`src/rtl/irq_ctrl_pkg.sv`:
```
// Shared definitions for the external interrupt front-end:
// FSM state encoding and default sizing constants.
package irq_ctrl_pkg;

  typedef enum logic [1:0] {
    ST_IDLE    = 2'd0,
    ST_REQ     = 2'd1,
    ST_SERVICE = 2'd2
  } state_e;

  localparam int N_IRQ_DEF       = 8;
  localparam int CAUSE_W_DEF     = 3;
  localparam int SYNC_STAGES_DEF = 2;

endpackage

```
`src/rtl/irq_ctrl_sync.sv`:
```
// Per-line synchroniser chain followed by a rising-edge detector
// on the last synchronised stage.
module irq_sync
  import irq_ctrl_pkg::*;
#(
  parameter int SYNC_STAGES = SYNC_STAGES_DEF
) (
  input  logic clk,
  input  logic rst,
  input  logic d_i,
  output logic rise_o
);

  logic [SYNC_STAGES-1:0] sync_q;
  logic                   hist_q;

  always_ff @(posedge clk or posedge rst) begin
    if (rst) begin
      sync_q <= '0;
      hist_q <= 1'b0;
    end else begin
      sync_q <= {sync_q[SYNC_STAGES-2:0], d_i};
      hist_q <= sync_q[SYNC_STAGES-1];
    end
  end

  assign rise_o = sync_q[SYNC_STAGES-1] & ~hist_q;

endmodule

```
`src/rtl/irq_ctrl.sv`:
```
// Interrupt front-end for CP0: synchronise and edge-detect lines into a
// pending register, mask, pick the lowest enabled line and hand it to CP0.
module irq_ctrl
  import irq_ctrl_pkg::*;
#(
  parameter int N_IRQ       = N_IRQ_DEF,
  parameter int CAUSE_W     = CAUSE_W_DEF,
  parameter int SYNC_STAGES = SYNC_STAGES_DEF
) (
  input  logic               clk,
  input  logic               rst,
  input  logic [N_IRQ-1:0]   irq_lines,
  input  logic               mask_we,
  input  logic [N_IRQ-1:0]   mask_wdata,
  output logic [N_IRQ-1:0]   mask_rdata,
  output logic [N_IRQ-1:0]   pending,
  input  logic               int_ack,
  input  logic               int_eret,
  output logic               ir_req,
  output logic [CAUSE_W-1:0] int_cause,
  output logic               in_service
);

  logic [N_IRQ-1:0]   rise_s;
  logic [N_IRQ-1:0]   pending_q, pending_d;
  logic [N_IRQ-1:0]   mask_q;
  logic [N_IRQ-1:0]   enabled_s;
  logic [CAUSE_W-1:0] sel_idx_s;
  logic               sel_any_s;
  logic               ack_clr_s;
  state_e             state_q, state_d;
  logic               ir_req_q, ir_req_d;
  logic               in_service_q, in_service_d;
  logic [CAUSE_W-1:0] cause_q, cause_d;

  for (genvar g = 0; g < N_IRQ; g++) begin : g_sync
    irq_sync #(.SYNC_STAGES(SYNC_STAGES)) u_sync (
      .clk    (clk),
      .rst    (rst),
      .d_i    (irq_lines[g]),
      .rise_o (rise_s[g])
    );
  end

  assign enabled_s = pending_q & mask_q;
  assign sel_any_s = |enabled_s;
  assign ack_clr_s = (state_q == ST_REQ) && int_ack;

  always_comb begin
    sel_idx_s = '0;
    for (int i = N_IRQ - 1; i >= 0; i--) begin
      if (enabled_s[i]) begin
        sel_idx_s = CAUSE_W'(i);
      end else begin
        sel_idx_s = sel_idx_s;
      end
    end
  end

  // A new edge always wins over the ack clearing the same bit.
  always_comb begin
    pending_d = '0;
    for (int i = 0; i < N_IRQ; i++) begin
      pending_d[i] = rise_s[i] |
                     (pending_q[i] & ~(ack_clr_s && (cause_q == CAUSE_W'(i))));
    end
  end

  always_ff @(posedge clk or posedge rst) begin
    if (rst) begin
      pending_q <= '0;
      mask_q    <= '0;
    end else begin
      pending_q <= pending_d;
      if (mask_we) begin
        mask_q <= mask_wdata;
      end else begin
        mask_q <= mask_q;
      end
    end
  end

  always_comb begin
    state_d = state_q;
    case (state_q)
      ST_IDLE: begin
        if (sel_any_s) state_d = ST_REQ;
        else           state_d = ST_IDLE;
      end
      ST_REQ: begin
        if (int_ack)               state_d = ST_SERVICE;
        else if (!mask_q[cause_q]) state_d = ST_IDLE;
        else                       state_d = ST_REQ;
      end
      ST_SERVICE: begin
        if (int_eret) state_d = ST_IDLE;
        else          state_d = ST_SERVICE;
      end
      default: state_d = ST_IDLE;
    endcase
  end

  // The cause index is locked only on the IDLE->REQ transition.
  always_comb begin
    ir_req_d     = (state_d == ST_REQ);
    in_service_d = (state_d == ST_SERVICE);
    if ((state_q == ST_IDLE) && (state_d == ST_REQ)) begin
      cause_d = sel_idx_s;
    end else begin
      cause_d = cause_q;
    end
  end

  always_ff @(posedge clk or posedge rst) begin
    if (rst) begin
      state_q      <= ST_IDLE;
      ir_req_q     <= 1'b0;
      in_service_q <= 1'b0;
      cause_q      <= '0;
    end else begin
      state_q      <= state_d;
      ir_req_q     <= ir_req_d;
      in_service_q <= in_service_d;
      cause_q      <= cause_d;
    end
  end

  assign mask_rdata = mask_q;
  assign pending    = pending_q;
  assign ir_req     = ir_req_q;
  assign int_cause  = cause_q;
  assign in_service = in_service_q;

endmodule

```
`config.mk`:
```
export PLATFORM = sky130hd
export DESIGN_NAME = irq_ctrl
export DESIGN_NICKNAME = d
export VERILOG_FILES = /design/src/rtl/irq_ctrl_pkg.sv /design/src/rtl/irq_ctrl_sync.sv /design/src/rtl/irq_ctrl.sv
export SDC_FILE = /design/constraint.sdc
export NUM_CORES = 1
export LEC_CHECK = 0
export ABC_AREA = 1
export CORE_ASPECT_RATIO = 0.75
export CORE_MARGIN = 2
export CORE_UTILIZATION = 51
export DETAILED_ROUTE_END_ITERATION = 10
export PLACE_DENSITY = 0.82
export SKIP_LAST_GASP = 1
export SLEW_MARGIN = 20
export SYNTH_ARGS = -nofsm -noshare
export SYNTH_HDL_FRONTEND = slang
export SYNTH_SLANG_ARGS = --single-unit
export TNS_END_PERCENT = 1
```
`constraint.sdc`:
```
create_clock -name clk -period 3.5 [get_ports clk]
set_input_delay 0.35 -clock clk [delete_from_list [all_inputs] [get_ports clk]]
set_output_delay 0.35 -clock clk [all_outputs]
set_load 0.01 [all_outputs]
```
# Word level (Yosys, flattened, before mapping)
# Index checks and enable logic that the tools add are counted.
[classes]
n_bitwise = 41
magnitude_cmp = 1
reduce_logical = 13
mux = 15
eq_ne = 11
[ops]
columns = ["op", "n"]
rows = [
  ["$mux W3", 8],
  ["$and A1 B1 Y1", 16],
  ["$not A1 Y1", 16],
  ["$eq A3 B3 Y1 const B", 4],
  ["$logic_and A1 B1 Y1", 10],
  ["$and A8 B8 Y8", 1],
  ["$or A1 B1 Y1", 8],
  ["$reduce_or A8 Y1", 1],
  ["$eq A3 B2 Y1 const B", 2],
  ["$pmux W2 S3", 1],
  ["$eq A2 B1 Y1 const B", 2],
  ["$eq A2 B2 Y1 const B", 2],
  ["$lt A3 B4 Y1 const B", 1],
  ["$mux W2", 2],
  ["$bmux W1 S3", 1],
  ["$eq A3 B1 Y1 const B", 1],
  ["$logic_not A3 Y1", 1],
  ["$mux W1", 3],
  ["$logic_not A2 Y1", 1],
]
[word_totals]
reg_bits = 47
wordCells = 103
output_inout_bits = 21

# Depth between registers and ports, before layout
# Gate-level depths: netlist (run 1).
[logic_depth]
word_depth = 9
ltp_mapped = 10

# By module
# A second synthesis (run 1) with hierarchy kept.
[unflattened]
cells_unflattened = 174
hier_area_um2 = 1806.7
[modules_own_cells]
columns = ["mod", "instances", "seq_area_each_um2", "area_per_inst_um2", "cells_each"]
rows = [
  ["irq_ctrl", 1, 575.6, 1096.1, 126],
  ["irq_sync", 8, 75.1, 88.8, 6],
]

# Worst setup path before layout (run 1)
# OpenSTA, ideal clock, no wires.
[synth_timing]
path_kind = "reg-to-reg"
startpoint = "register mask_q[4] (netlist: mask_rdata[4])"
endpoint = "register cause_q[0] (netlist: int_cause[0])"
period_less_slack_ns = 1.053
setup_ns = 0.117
stages_incl_launch_ff = 8
slack_ns = 2.447
arrival_ns = 0.936
required_time_ns = 3.383
cell_sequence = "dfrtp_1 nand2_1 nand2_2 nor2_2 a21oi_4 inv_2 nand2_1 nand2_1"
[synth_between]
elab_chain_cells = 7
elab_cells_between_ends = 15
[synth_lines]
columns = ["item", "line", "source"]
rows = [
  ["start: declaration", "irq_ctrl.sv:26", "logic [N_IRQ-1:0] mask_q;"],
  ["start signal: assignment", "irq_ctrl.sv:76", "mask_q <= mask_wdata;"],
  ["start signal: assignment", "irq_ctrl.sv:78", "mask_q <= mask_q;"],
  ["$bmux W1 S3", "irq_ctrl.sv:92", "else if (!mask_q[cause_q]) state_d = ST_IDLE;"],
  ["$mux W1 (implied by the code)", "irq_ctrl.sv:92", ""],
  ["$mux W1", "irq_ctrl.sv:92", ""],
  ["$mux W2", "irq_ctrl.sv:91", "if (int_ack) state_d = ST_SERVICE;"],
  ["$pmux W2 S3", "irq_ctrl.sv:85", "case (state_q)"],
  ["$eq A2 B1 Y1", "irq_ctrl.sv:107", "if ((state_q == ST_IDLE) && (state_d == ST_REQ)) begin"],
  ["$logic_and A1 B1 Y1", "irq_ctrl.sv:107", ""],
  ["end signal: assignment", "irq_ctrl.sv:124", "cause_q <= cause_d;"],
  ["end: declaration", "irq_ctrl.sv:34", "logic [CAUSE_W-1:0] cause_q, cause_d;"],
]
# Several ways; a longest one is shown, not always the timed one. The select of a mux whose other input is x is not followed.
# A chain may end at the register's enable or synchronous reset.

# Worst setup path after layout (run 1)
[layout_timing]
startpoint = "register cause_q[1] (netlist: int_cause[1])"
endpoint = "output port int_cause[1]"
[layout_lines]
columns = ["item", "line", "source"]
rows = [
  ["end: declaration", "irq_ctrl.sv:20", "output logic [CAUSE_W-1:0] int_cause,"],
]
# No word-level cell between the ends.

==> run summary, run 1 <==
Most frequent cell after synthesis: dfrtp_1
Vert. Die Dim: 53.9 um
CTS Hold Buffers Added: 0
Synth warnings: 0
Post-synthesis xor/xnor area fraction: 0%
Max incr delay on CP: 0.57 ns
Outcome: finished, final reports clean
Post-synth top cells: 47 x dfrtp_1, 26 x nand2_1, 20 x inv_1
Post-CTS setup buffers: 0
Total congestion overflow: 0
Starting Density: 52.5%
Switching Power: 0.474 mW
Initial DRT Pass Iterations: 4
Yosys reg bits: 47
DPL Wire Length: 2340 um
Row cnt: 18
Yosys top cell area share: 69.6%
Slowest CP cell: clkdlybuf4s50_1
Number of global-route vias before repair: 1176
Ant diodes: 0
Sw Share: 32.7%
Cell Area, Synth: 1690 um2
CTS H-tree lvls: 2
Final Cycle Share: 47.6%
Mean Syn Cell Area: 11.4 um2
Max_cap viols: 0
Filler cells: 236
# DRC: 0
Die width: 70.5 um
Post-synthesis async set-or-reset flop share: 100%
Sum Neg Setup Slack: 0 ns
GP Congestion: 0.934
Crit Path Max Fanout: 6
Fin crit period: 1.67 ns
Synth Area in Compound Gates: 9.84%
Crit start category: flip-flop
Pin count of the biggest net entering global routing: 48
Hold WC Path Type: reg2reg
Critical Path AT: 1.32 ns
Pwr Density: 649 nW/um2
Mapped Nets: 169
PostCTS Resize Cnt: 0
Cell breakdown of the critical path: clkdlybuf4s50_1
Routed Antenna Nets: 0
Total leakage power: 1.02 nW
First-pass GRT wire length: 5160 um
TritonCTS Buffers: 5
Sink Count: 47
Initial antenna violation count: 0
Layout Skew: 0.00662 ns
Clock root buffer: clkbuf_8
All-layer global routing usage: 18.4%
Main combinational cell family by area after synthesis: simple AND/OR/NAND/NOR gates
Utilization after layout: 69.4%
CORE AREA: 3220 um2
Tightest Pin Transition: 0.926 ns
Clock tree buffer depth: 2
Synth area leader: dfrtp_1
Vias: 1198
First DRT Iteration DRCs: 83
Latest clock arrival within the worst-skew pair: 0.30 ns
Distinct cells, synth: 20
Type of the worst setup path: reg2out
Area contributors post-synth: dfrtp_1 70%, nand2_1 5.8%, inv_1 4.4%, mux2_2 4.0%, o21ai_0 3.3%
Die area: 3800 um2
Ys flop type: dfrtp_1
Synthesis-to-finish area growth: 32.2%
Max-slew headroom: 38.2%
Net count, final: 216
Multiplexer area fraction after synthesis: 4.00%
Clock power frac: 22.1%
Final Hold Viols: 0
CTS tree: done
Final wirelength: 3120 um
CP delay by family, top: buffers and inverters
Port Buffers: 41
I/O Pins: 42
Share of cells above drive strength 1: 12.8%
# setup viols final: 0
Maximum vdd drop: 0.362 mV
RSZ-0062 raised after global routing: false
DP Worst Slack: 1.89 ns
CP endpoint kind: output port
Final count of pins violating max slew: 0
Logic gate share of total power: 30.0%
Simple-Gate Fraction of Synth Area: 11.4%
Crit path buf inv count: 1
Worst endpoint required time: 3.15 ns
Final Power: 1.45 mW
Wire per inst: 13.2 um
Post-synthesis instance total: 148
Clock slew at reported path FFs: 0.09 ns
Post-synthesis sequential area ratio: 69.6%
Vias per cell: 5.08
Post-synthesis adder-cell area fraction: 0%
Hold WS: 0.352 ns
Fmax: 600 MHz
Cell internal pwr: 0.975 mW
Setup ws final: 1.83 ns
EDFF count, synth: 0
Sequential share of power: 47.9%
-- state kept, by name, summed over array words and instances (netlist names) --
| register | flops |
|---|---|
| in_service | 1 |
| ir_req | 1 |
| pending | 8 |
| g_sync.u_sync.hist_q | 8 |
| int_cause | 3 |
| g_sync.u_sync.sync_q | 16 |
| state_q | 2 |
| mask_rdata | 8 |
-- layout make-up --
type,instances,area [um2],share of cell area (%)
clock buffer,6,72.6,3.25
clock inverter,2,16.3,0.728
inverter,22,82.6,3.70
multi-input combinational,78,427,19.1
sequential,47,1180,52.6
tap,40,50.0,2.24
timing repair buffer,41,410,18.4
-- layout by cell type, fill, tap and decap left out, types with 2 or more instances in the layout --
cell type         n
dfrtp_1          47
nand2_1          26
clkdlybuf4s50_1  41
mux2_2            6
nand3_1           4
nand2_2           4
o21ai_1           8
inv_2             3
nor2_1            6
o31ai_1           2
inv_1            19
clkbuf_8          5
o21ai_0          11
nor2_2            2
a21oi_1           2
a22oi_1           2
-- cells by family (layout without fill, tap and decap cells) --
family          Yosys count  after routing
flops                    47             47
compound gates           28             28
buf+inv                  23             71
simple gates             44             44
mux                       6              6
-- per-layer routing --
layer,up-vias,routed length (um),global-route usage (%),share of wire [%]
met5,-,0,0,0
met4,0,44,9.94,1.4
met3,6,183,4.68,5.9
met2,39,1570,31.3,50
met1,586,1330,22.4,43
li1,567,-,-,-
-- path summary, 6_finish.rpt --
kind | slack [ns] | end | startpoint | depth (start not counted)
worst max-delay path | 1.83 | int_cause[1] | int_cause[1] | 1
worst min-delay path | 0.35 | g_sync[4].u_sync.sync_q[1] | g_sync[4].u_sync.sync_q[0] | 0
worst max register to register | 2.28 | pending[5] | int_cause[0] | 5
worst min register to register | 0.35 | g_sync[4].u_sync.sync_q[1] | g_sync[4].u_sync.sync_q[0] | 0
max in group asynchronous | 2.36 | pending[0] | rst | 2
min in group asynchronous | 0.57 | g_sync[6].u_sync.sync_q[1] | rst | 2
-- power by group through the flow --
stage          Sequential, mW  Combinational (mW)  Clock, mW
6_report                0.694               0.435      0.321
5_1_grt                 0.706               0.476      0.350
4_1_cts                 0.694               0.435      0.329
3_5_place_dp            0.705               0.433          0
3_3_place_gp            0.700               0.422          0
2_1_floorplan           0.719               0.214          0
-- per-stage QoR --
step | std cells | instance area (um2)
2_1_floorplan | 148 | 1690
3_3_place_gp | 228 | 2150
3_5_place_dp | 228 | 2150
4_1_cts | 236 | 2230
5_1_grt | 236 | 2230
6_report | 236 | 2230
No activity file was read; power rests on OpenSTA's default activity.
==> inputs of run 2 (changes only) <==
Settings changed: CORE_UTILIZATION 51 to 48, PLACE_DENSITY 0.82 to 0.78.
Clock period 3.5 ns to 1.7 ns, I/O delays scaled along.
==> run 2 against run 1 <==
Largest power group unchanged; routed wire length grew 1.5%; total power rose by 110%; non-clock buffer count is 2 higher; critical path type unchanged.
==> run summary, run 2 (synthesis results as in run 1) <==
Net count, final: 218
Critical Path AT: 1.33 ns
Initial antenna violation count: 0
Vias per cell: 4.99
# DRC: 0
Clock slew at reported path FFs: 0.09 ns
Placed Instance Area: 2160 um2
GP Congestion: 0.900
Filler cells: 262
Final Hold Viols: 0
Most frequent cells in the layout: 47 x dfrtp_1, 41 x clkdlybuf4s50_1, 26 x nand2_1
M3 GR Usage: 5.66%
CP endpoint kind: output port
Hold WC Path Type: in2async
Busiest grt layer: met2
Pwr Density: 1320 nW/um2
Fmax: 665 MHz
Crit Path Max Fanout: 6
Share of cells above drive strength 1: 13.1%
CTS Hold Buffers Added: 0
Final wirelength: 3170 um
CTS H-tree lvls: 2
CTS tree: done
Fin crit period: 1.50 ns
R2r worst-path depth: 6
Number of flip-flops in the largest register: 16
Sum Neg Setup Slack: 0 ns
Total leakage power: 1.03 nW
Met2 Track Usage GR: 28.1%
CORE AREA: 3330 um2
Row cnt: 18
First DRT Iteration DRCs: 45
Vias: 1187
Sink Count: 47
Maximum vdd drop: 0.726 mV
Die width: 72.5 um
Final Cycle Share: 88.4%
# setup viols final: 0
CP delay by family, top: buffers and inverters
Tightest Pin Transition: 0.600 ns
Crit path buf inv count: 1
Routed Antenna Nets: 0
Final count of pins violating max slew: 0
GR Util met1: 22.0%
Starting Density: 50.7%
Vert. Die Dim: 55.4 um
Slowest CP cell: clkdlybuf4s50_1
Wire per inst: 13.3 um
Layout Skew: 0.00837 ns
Post-CTS setup buffers: 0
TritonCTS Buffers: 5
Crit start category: flip-flop
Synthesis-to-finish area growth: 33.2%
I/O Pins: 42
DPL Wire Length: 2480 um
Max_cap viols: 0
All-layer global routing usage: 17.6%
R2R Path End: pending[7]
Clock tree buffer depth: 2
Worst r2r src: state_q[1]
Number of global-route vias before repair: 1183
Type of the worst setup path: reg2out
Total congestion overflow: 0
Utilization after layout: 67.5%
Clock root buffer: clkbuf_8
First-pass GRT wire length: 5350 um
Fin area: 2250 um2
Outcome: finished, final reports clean
Max incr delay on CP: 0.58 ns
Worst endpoint required time: 1.53 ns
Port Buffers: 41
RSZ-0062 raised after global routing: false
Latest clock arrival within the worst-skew pair: 0.30 ns
Initial DRT Pass Iterations: 4
Most common cell after layout, fill and taps aside: dfrtp_1
Reg2Reg Setup Slack: 0.48 ns
Cell breakdown of the critical path: clkdlybuf4s50_1
PostCTS Resize Cnt: 0
Ant diodes: 0
Pin count of the biggest net entering global routing: 20
Reg with most FFs: g_sync.u_sync.sync_q
Die area: 4020 um2
Max-slew headroom: 59.8%
[run 2: worst max-delay path by stage]
stage,start,to,slack (ns),cells after the start
floorplan,rst,g_sync[0].u_sync.hist_q,0.41,1
global placement,int_ack,pending[7],0.28,6
detailed placement,int_ack,pending[7],0.29,6
CTS,int_cause[1],int_cause[1],0.19,1
global route,int_cause[1],int_cause[1],0.13,1
finish,int_cause[1],int_cause[1],0.20,1
[run 2: per-stage QoR]
stage	cells	power (mW)	hold WS [ns]	setup slack, ns
4_1_cts	238	3.00	0.171	0.194
5_1_grt	238	3.16	0.202	0.131
2_1_floorplan	148	1.92	0.201	0.414
3_3_place_gp	230	2.31	0.331	0.279
3_5_place_dp	230	2.34	0.335	0.288
6_report	238	2.97	0.165	0.197
[run 2: where the power goes]
part / leakage, nW / total (mW) / switching (mW) / internal, mW
logic: 0.451 / 0.887 / 0.462 / 0.425
registers: 0.535 / 1.44 / 0.146 / 1.29
clock network: 0.0454 / 0.651 / 0.356 / 0.295
[run 2: final cells by class]
cell class | instances | area [um2] | share of cell area (%)
timing repair buffer | 43 | 425 | 18.9
clock inverter | 2 | 17.5 | 0.778
sequential | 47 | 1180 | 52.3
inverter | 22 | 82.6 | 3.67
multi-input combinational | 78 | 427 | 19.0
clock buffer | 6 | 72.6 | 3.22
tap | 40 | 50.0 | 2.22
[run 2: per-layer routing]
layer	routed length [um]	vias to the layer above
li1	-	571
met1	1370	572
met2	1560	36
met3	165	8
met4	71	0
met5	0	-
